`src/rtl/mul_pkg.sv`:
```
// Shared types and defaults for the execute-stage multiply controller.
package mul_pkg;

  typedef enum logic [2:0] {
    OP_NOP   = 3'd0,
    OP_MULT  = 3'd1,
    OP_MULTU = 3'd2,
    OP_MFHI  = 3'd3,
    OP_MFLO  = 3'd4,
    OP_MTHI  = 3'd5,
    OP_MTLO  = 3'd6
  } mul_op_t;

  typedef enum logic {IDLE = 1'b0, BUSY = 1'b1} mul_state_t;

  localparam int MUL_LATENCY_DEF = 7;

endpackage

```
`src/rtl/e_mul_signfix.sv`:
```
// Conditional 64-bit two's-complement negate; used for operand magnitudes and result sign.
module e_mul_signfix (
  input  logic        neg,
  input  logic [63:0] data,
  output logic [63:0] result
);

  assign result = neg ? (~data + 64'd1) : data;

endmodule

```
`src/rtl/e_mul_ctrl.sv`:
```
// HI/LO owner and sequencer for the pipelined unsigned multiplier; one multiply in flight.
//   state | meaning
//   IDLE  | no multiply outstanding, all ops accepted
//   BUSY  | multiply in flight, every non-NOP op stalls
import mul_pkg::*;

module e_mul_ctrl #(
  parameter int MUL_LATENCY = MUL_LATENCY_DEF,
  parameter int CNT_W       = 3
) (
  input  logic        clock,
  input  logic        n_rst,
  input  logic        i_valid,
  input  logic [2:0]  i_op,
  input  logic [31:0] i_data_A,
  input  logic [31:0] i_data_B,
  output logic        o_stall,
  output logic        o_rd_valid,
  output logic [31:0] o_rd_data,
  output logic        o_mul_start,
  output logic [31:0] o_mul_A,
  output logic [31:0] o_mul_B,
  input  logic        i_mul_done,
  input  logic [31:0] i_mul_Hi,
  input  logic [31:0] i_mul_Lo,
  output logic        o_busy,
  output logic        o_err
);

  localparam logic [CNT_W-1:0] CNT_LAT = CNT_W'(MUL_LATENCY);

  mul_state_t       state, state_nxt;
  logic [CNT_W-1:0] cnt, cnt_nxt;
  logic             neg_flag, neg_nxt;
  logic             late, late_nxt;
  logic [31:0]      hi, lo, hi_nxt, lo_nxt;
  logic             rd_valid_nxt, err_nxt;
  logic [31:0]      rd_data_nxt;

  mul_op_t          op;
  logic             is_op, is_mul, accept, cnt_at_lat;
  logic             a_neg, b_neg;
  logic [63:0]      mag_a, mag_b, res;
  logic             unused_mag_hi;

  // Opcodes 0 and 7 fall through as NOP and never stall.
  always_comb begin
    op     = mul_op_t'(i_op);
    is_op  = 1'b0;
    is_mul = 1'b0;
    case (op)
      OP_MULT, OP_MULTU:                  begin is_op = 1'b1; is_mul = 1'b1; end
      OP_MFHI, OP_MFLO, OP_MTHI, OP_MTLO: is_op = 1'b1;
      default:                            ;
    endcase
  end

  assign o_stall     = i_valid && is_op && (state == BUSY);
  assign accept      = i_valid && is_op && (state == IDLE);
  assign o_mul_start = accept && is_mul;
  assign o_busy      = (state == BUSY);
  assign cnt_at_lat  = (cnt == CNT_LAT);

  assign a_neg = (op == OP_MULT) && i_data_A[31];
  assign b_neg = (op == OP_MULT) && i_data_B[31];

  e_mul_signfix u_mag_a (.neg(a_neg), .data({32'd0, i_data_A}), .result(mag_a));
  e_mul_signfix u_mag_b (.neg(b_neg), .data({32'd0, i_data_B}), .result(mag_b));
  e_mul_signfix u_res   (.neg(neg_flag), .data({i_mul_Hi, i_mul_Lo}), .result(res));

  assign o_mul_A       = mag_a[31:0];
  assign o_mul_B       = mag_b[31:0];
  assign unused_mag_hi = ^{mag_a[63:32], mag_b[63:32]};

  always_comb begin
    state_nxt    = state;
    cnt_nxt      = cnt;
    neg_nxt      = neg_flag;
    late_nxt     = late;
    hi_nxt       = hi;
    lo_nxt       = lo;
    rd_valid_nxt = 1'b0;
    rd_data_nxt  = o_rd_data;
    err_nxt      = 1'b0;
    case (state)
      IDLE: begin
        if (i_mul_done) err_nxt = 1'b1;
        if (accept) begin
          case (op)
            OP_MULT, OP_MULTU: begin
              state_nxt = BUSY;
              cnt_nxt   = CNT_W'(1);
              neg_nxt   = (op == OP_MULT) && (i_data_A[31] ^ i_data_B[31]);
              late_nxt  = 1'b0;
            end
            OP_MFHI: begin rd_valid_nxt = 1'b1; rd_data_nxt = hi; end
            OP_MFLO: begin rd_valid_nxt = 1'b1; rd_data_nxt = lo; end
            OP_MTHI: hi_nxt = i_data_A;
            OP_MTLO: lo_nxt = i_data_A;
            default: ;
          endcase
        end
      end
      BUSY: begin
        if (!cnt_at_lat) cnt_nxt = cnt + 1'b1;
        if (i_mul_done) begin
          {hi_nxt, lo_nxt} = res;
          state_nxt        = IDLE;
          if (!cnt_at_lat) err_nxt = 1'b1;
        end else if (cnt_at_lat && !late) begin
          // Report a missing done once, then keep waiting with the counter saturated.
          err_nxt  = 1'b1;
          late_nxt = 1'b1;
        end
      end
      default: state_nxt = IDLE;
    endcase
  end

  always_ff @(posedge clock or negedge n_rst) begin
    if (!n_rst) begin
      state      <= IDLE;
      cnt        <= '0;
      neg_flag   <= 1'b0;
      late       <= 1'b0;
      hi         <= '0;
      lo         <= '0;
      o_rd_valid <= 1'b0;
      o_rd_data  <= '0;
      o_err      <= 1'b0;
    end else begin
      state      <= state_nxt;
      cnt        <= cnt_nxt;
      neg_flag   <= neg_nxt;
      late       <= late_nxt;
      hi         <= hi_nxt;
      lo         <= lo_nxt;
      o_rd_valid <= rd_valid_nxt;
      o_rd_data  <= rd_data_nxt;
      o_err      <= err_nxt;
    end
  end

endmodule

```
`config.mk`:
```
export PLATFORM = sky130hd
export DESIGN_NAME = e_mul_ctrl
export DESIGN_NICKNAME = d
export VERILOG_FILES = /design/src/rtl/mul_pkg.sv /design/src/rtl/e_mul_signfix.sv /design/src/rtl/e_mul_ctrl.sv
export SDC_FILE = /design/constraint.sdc
export NUM_CORES = 1
export LEC_CHECK = 0
export CAP_MARGIN = 20
export CORE_AREA = 2 2 177 127
export DETAILED_ROUTE_END_ITERATION = 7
export DIE_AREA = 0 0 179 129
export GPL_TIMING_DRIVEN = 1
export SYNTH_ARGS = -nofsm -noshare
export SYNTH_HDL_FRONTEND = slang
export SYNTH_SLANG_ARGS = --single-unit
```
`constraint.sdc`:
```
create_clock -name clock -period 4.25 [get_ports clock]
set_input_delay 0.85 -clock clock [delete_from_list [all_inputs] [get_ports clock]]
set_output_delay 0.85 -clock clock [all_outputs]
set_load 0.05 [all_outputs]
```
==> results of run 1 <==
## repair_timing
| item | in CTS | in global routing |
|---|---|---|
| endpoints found under the setup margin | 8 | 18 |
| pin swaps | 8 | 6 |
| resized for setup | 19 | 14 |
| setup buffers | 6 | 2 |
| cloned | 0 | 0 |
## worst register-to-register path, cell delays in order (launching register included)
cell,delay [ns]
dfrtp_1,0.77
and2_1,0.93
a41oi_4,0.27
buf_12,0.32
nor3b_1,0.28
a21oi_1,0.06
o21ai_0,0.07
## flip-flops by register name, indices dropped and copies added, names as in the netlist
register	flops
o_rd_data	32
cnt	3
hi	32
o_err	1
o_rd_valid	1
late	1
lo	32
o_busy	1
neg_flag	1
## area by class of cell
type	count	area [sq um]	area share [%]
Antenna cell	1	2.50	0.0219
Sequential cell	104	2600	22.7
Multi-Input combinational cell	703	4650	40.6
Clock buffer	9	225	1.97
Inverter	16	60.1	0.525
Timing Repair Buffer	298	3490	30.5
Tap cell	282	353	3.08
Clock inverter	7	62.6	0.547
## metrics by stage
step           cell area (sq um)  hold WS, ns  instances  setup TNS [ns]  power (uW)
3_5_place_dp               11000        0.467       1395          -0.563        3700
6_report                   11400        0.399       1420               0        4520
2_1_floorplan               7420        0.448        880               0        2770
5_1_grt                    11400        0.416       1419               0        4780
3_3_place_gp               11000        0.459       1395          -0.416        3670
4_1_cts                    11400        0.405       1417               0        4540
## layer usage
layer	vias to the layer above	part of all wire, %	routed length [um]
met1	3620	44	12700
met5	-	0.093	27
li1	3668	-	-
met2	349	44	12700
met3	23	11	3310
met4	4	0.74	214
## cells in the final DEF (no fill, tap or decap), types with 10 or more instances in the layout
cell type        netlist  layout
o31ai_1               29      28
inv_1                 16      16
o21ai_0               57      57
or3_1                 25      20
clkbuf_16              0      10
clkdlybuf4s50_1        0     156
xnor2_1               40      40
buf_12                 0      62
dfrtp_1              104     104
or4_1                 15      13
a21oi_1               92      92
o41ai_1               14      14
buf_4                  2      63
o221ai_1              23      23
nand2_1               78      78
nor2_1                98      97
mux2i_1               36      36
xor2_1                79      79
nor3_1                19      18
## logic make-up after synthesis
kind of cell	share of synthesized area, %
compound gates	21.4
buf+inv	3.83
xor+xnor	14.1
fa+ha+maj	0.844
flops	35.1
mux	5.16
simple gates	19.6
## path summary, 6_finish.rpt
path                            depth (start not counted)              endpoint  slack, ns               from
worst max-delay path                                   12           o_mul_B[15]       0.09       i_data_B[10]
min in group clock                                      2     lo[5]$_DFFE_PN0P_       0.48  lo[5]$_DFFE_PN0P_
worst min register to register                          2     lo[5]$_DFFE_PN0P_       0.48  lo[5]$_DFFE_PN0P_
worst min-delay path                                    1  o_rd_valid$_DFF_PN0_       0.40              n_rst
worst max register to register                          6    hi[16]$_DFFE_PN0P_       1.50   o_busy$_DFF_PN0_
max in group asynchronous                               2    cnt[0]$_DFFE_PN0P_       2.95              n_rst
## power breakdown
part | internal, uW | switching (uW)
Sequential | 1340 | 204
Clock | 409 | 422
Combinational | 863 | 1280
Total | 2620 | 1900
==> run_results.csv, run 1 <==
group,metric,value,unit
status,status,"finished clean",
route,drtAntennaViolNets,0,
global_route,gr-total-overflow,0,
route,wl,28900,um
finish,final_nets,1272,
logic_synthesis,post-synth-top-count-cell,"dfrtp_1",
die,start_util,34.8,%
clocking,hold_buffers,0,
timing,tightest_slew,1.10,ns
clocking,insertion_delay,0.36,ns
route,first_pass_iters,7,
hold_path,worstHoldPathType,"in2async",
clocking,cts.clk_slew.worst_paths,0.08,ns
route,drc,0,
die,dieArea,23100,sq um
placement,gp_congestion,0.925,
pwr,peakVddDrop,0.000191,V
global_route,grt_pass1_vias,7354,
timing,finalHoldViolations,0,
flow_run,cap_violations,0,
worst_setup_path,startpoint_type,"input port",
worst_setup_path,cp_top_family,"simple AND/OR/NAND/NOR gates",
global_route,antenna_found_initial,3,
logic_synthesis,synth_async_sr_flop_share,100,%
timing,skew,0.00783,ns
route,wire_per_inst,20.4,um
worst_setup_path,required,3.40,ns
die,fp.coreArea,21300,sq um
clocking,cts_tree,"built",
timing,setup_viol,0,
logic_synthesis,synth_seq_cells,104,
finish,drive_gt1_share,15.9,%
logic_synthesis,ys.flop_type,"dfrtp_1",
route,vias_per_cell,5.40,
clocking,numCtsBuffers,9,
logic_synthesis,synth.avg_cell_area,8.43,sq um
timing,final.min_clock_period,4.16,ns
logic_synthesis,ys_top_cells_by_count,"dfrtp_1, nor2_1, a21oi_1",
die,chipHeight,129,um
global_route,grt.busiest_layer,"met2",
logic_synthesis,ys_seq_area_share,35.1,%
timing,relSlewSlack,26.4,%
worst_setup_path,crit_chain,"dlygate4sd2_1 -> or4_4 -> or3_4 -> nor3_4 -> buf_4 -> buf_4 -> buf_4 -> buf_4 -> buf_4 -> a21oi_1 -> xor2_1 -> clkbuf_16",
clocking,h-tree-depth,3,
clocking,clock_sinks,104,
timing,postLayoutSetupSlackWorst,0.0942,ns
finish,areaGrowthSynthToFinish,54.3,%
placement,portBuffers,235,
timing,rsz0062_at_grt,"no",
logic_synthesis,ys_top_cells_by_area,"dfrtp_1, xor2_1, a21oi_1",
logic_synthesis,synthesis.area,7420,sq um
worst_setup_path,worst-setup-path-type,"in2out",
global_route,grtUsageMet2,38.8,%
timing,fin_crit_sh,97.8,%
logic_synthesis,yosysWarnings,0,
global_route,grt_pass1_wl,43200,um
worst_setup_path,crit_fanout,5,
global_route,grt_use_total,25.1,%
route,vias,7664,
global_route,use_met3,10.1,%
die,rows,45,
logic_synthesis,synth-edff-count,0,
global_route,grt_max_degree,64,
logic_synthesis,synth_top_cell_by_area,"dfrtp_1",
route,drtIter0Drc,630,
logic_synthesis,netlist.area_leader.share,35.1,%
finish,final_util,53.6,%
timing,fmax,0.241,GHz
finish,fillers,2022,
clocking,clock-root-buffer,"clkbuf_16",
placement,place.detailed.hpwl,23000,um
worst_setup_path,critPathBufInv,7,
timing,maxSlewViolCount,0,
die,pin_count,236,
worst_setup_path,slowest_delay,0.55,ns
worst_setup_path,cp_slowest_cell,"or4_4",
global_route,use_met1,33.8,%
placement,dp_worst_setup_slack,-0.170,ns
die,die_w,179,um
worst_setup_path,cp_data_arrival_time,3.31,ns
pwr,p_leak,0.00460,uW
worst_setup_path,path_common_cell,"buf_4",
clocking,clk_path_buf_depth,2,
worst_setup_path,cp-end-kind,"output port",
logic_synthesis,synthCells,880,
pwr,power_density,395,nW/um^2
logic_synthesis,synth_nets,1020,
logic_synthesis,yosysUniqueCellTypes,55,
(Power assumes the default switching activity.)
==> inputs of run 2 (changes only) <==
--- a/config.mk
+++ b/config.mk
@@ -9,6 +9,7 @@
 export CORE_AREA = 2 2 177 127
 export DETAILED_ROUTE_END_ITERATION = 7
 export DIE_AREA = 0 0 179 129
+export GPL_ROUTABILITY_DRIVEN = 0
 export GPL_TIMING_DRIVEN = 1
 export SYNTH_ARGS = -nofsm -noshare
 export SYNTH_HDL_FRONTEND = slang
==> run_results.csv, run 2 (synthesis gave the netlist of run 1 again) <==
group,metric,value,unit
clocking,h-tree-depth,3,
pwr,p_leak,0.00456,uW
global_route,grt_max_degree,64,
die,pin_count,236,
clocking,cts.clk_slew.worst_paths,0.09,ns
pwr,peakVddDrop,0.000218,V
placement,portBuffers,235,
global_route,grt_use_total,25.0,%
finish,drive_gt1_share,16.0,%
worst_setup_path,crit_fanout,4,
route,drtIter0Drc,595,
clocking,insertion_delay,0.37,ns
finish,fillers,1991,
clocking,hold_buffers,0,
finish,final_util,53.6,%
clocking,clock-root-buffer,"clkbuf_16",
route,vias_per_cell,5.36,
status,status,"finished clean",
route,wire_per_inst,20.3,um
finish,areaGrowthSynthToFinish,54.1,%
finish,top_regs,"hi: 32 flops, lo: 32 flops, o_rd_data: 32 flops",
placement,place.detailed.hpwl,23100,um
timing,maxSlewViolCount,0,
die,start_util,34.8,%
route,drc,0,
die,dieArea,23100,sq um
die,die_w,179,um
global_route,grtUsageMet2,38.2,%
finish,final_nets,1269,
die,fp.coreArea,21300,sq um
die,rows,45,
route,drtAntennaViolNets,0,
placement,place_area,11000,sq um
route,first_pass_iters,5,
finish,post-route-cell-area,11400,sq um
timing,skew,0.0107,ns
timing,finalHoldViolations,0,
clocking,numCtsBuffers,9,
flow_run,cap_violations,0,
finish,final_common_cell,"clkdlybuf4s50_1",
pwr,power_density,399,nW/um^2
timing,relSlewSlack,27.0,%
global_route,gr-total-overflow,0,
timing,fmax,0.241,GHz
worst_setup_path,startpoint_type,"input port",
worst_setup_path,cp_data_arrival_time,3.29,ns
route,vias,7597,
global_route,use_met3,10.3,%
clocking,clk_path_buf_depth,2,
hold_path,worstHoldPathType,"in2async",
global_route,grt.busiest_layer,"met2",
worst_setup_path,required,3.40,ns
global_route,grt_pass1_vias,7314,
clocking,clock_sinks,104,
timing,setup_viol,0,
clocking,cts_tree,"built",
timing,fin_crit_sh,97.5,%
route,wl,28800,um
global_route,antenna_found_initial,3,
finish,layout_common_cells,"clkdlybuf4s50_1, dfrtp_1, nor2_1",
die,chipHeight,129,um
timing,tightest_slew,1.09,ns
timing,final.min_clock_period,4.14,ns
global_route,use_met1,34.2,%
global_route,grt_pass1_wl,43300,um
worst_setup_path,cp-end-kind,"output port",
worst_setup_path,worst-setup-path-type,"in2out",
run 2: final timing paths:
| check | to | slack [ns] | cells after the start | from |
|---|---|---|---|---|
| min | hi[21]$_DFFE_PN0P_ | 0.40 | 1 | n_rst |
| min in group clock | late$_DFFE_PN0P_ | 0.48 | 1 | late$_DFFE_PN0P_ |
| max | o_mul_A[26] | 0.11 | 9 | i_data_A[10] |
| max reg2reg | hi[20]$_DFFE_PN0P_ | 1.84 | 6 | o_busy$_DFF_PN0_ |
| min reg2reg | late$_DFFE_PN0P_ | 0.48 | 1 | late$_DFFE_PN0P_ |
| max in group asynchronous | cnt[1]$_DFFE_PN0P_ | 2.97 | 2 | n_rst |
run 2: worst max-delay path: stages:
cell and delay, ns:
clkdlybuf4s50_1 0.49, or3_1 0.46, or3_1 0.40, nor2_1 0.16
nand3_1 0.13, buf_4 0.17, o21ai_0 0.22, xnor2_1 0.21
buf_12 0.18
run 2: what timing repair did:
item	CTS	global route
setup buffers	4	0
cloned	0	0
pin swaps	9	4
resized for setup	19	13
endpoints found under the setup margin	6	13
run 2: cell type report:
| type | count | area, sq um | share of cell area (%) |
|---|---|---|---|
| Antenna cell | 1 | 2.50 | 0.0219 |
| Clock buffer | 9 | 225 | 1.97 |
| Clock inverter | 7 | 86.3 | 0.756 |
| Inverter | 16 | 60.1 | 0.526 |
| Multi-Input combinational cell | 703 | 4650 | 40.7 |
| Sequential cell | 104 | 2600 | 22.8 |
| Tap cell | 282 | 353 | 3.09 |
| Timing Repair Buffer | 295 | 3440 | 30.1 |
run 2: stage by stage:
stage	hold slack (ns)	total power, uW	setup WS, ns	setup TNS [ns]	instances
2_1_floorplan	0.448	2770	0.0229	0	880
3_3_place_gp	0.460	3670	-0.130	-0.429	1396
3_5_place_dp	0.467	3700	-0.183	-0.601	1396
4_1_cts	0.396	4590	0.00337	0	1416
5_1_grt	0.410	4820	-0.00186	-0.00186	1416
6_report	0.395	4560	0.108	0	1417
run 2: power by group:
group	switching (uW)	leakage, uW	internal, uW
Sequential	202	0.00124	1340
Combinational	1280	0.00317	863
Clock	448	0.000150	422
run 2: metal layers:
metal / up-vias / share of wire [%]
li1: 3681 / -
met1: 3606 / 44
met2: 293 / 44
met3: 13 / 11
met4: 4 / 0.53
met5: - / 0.073
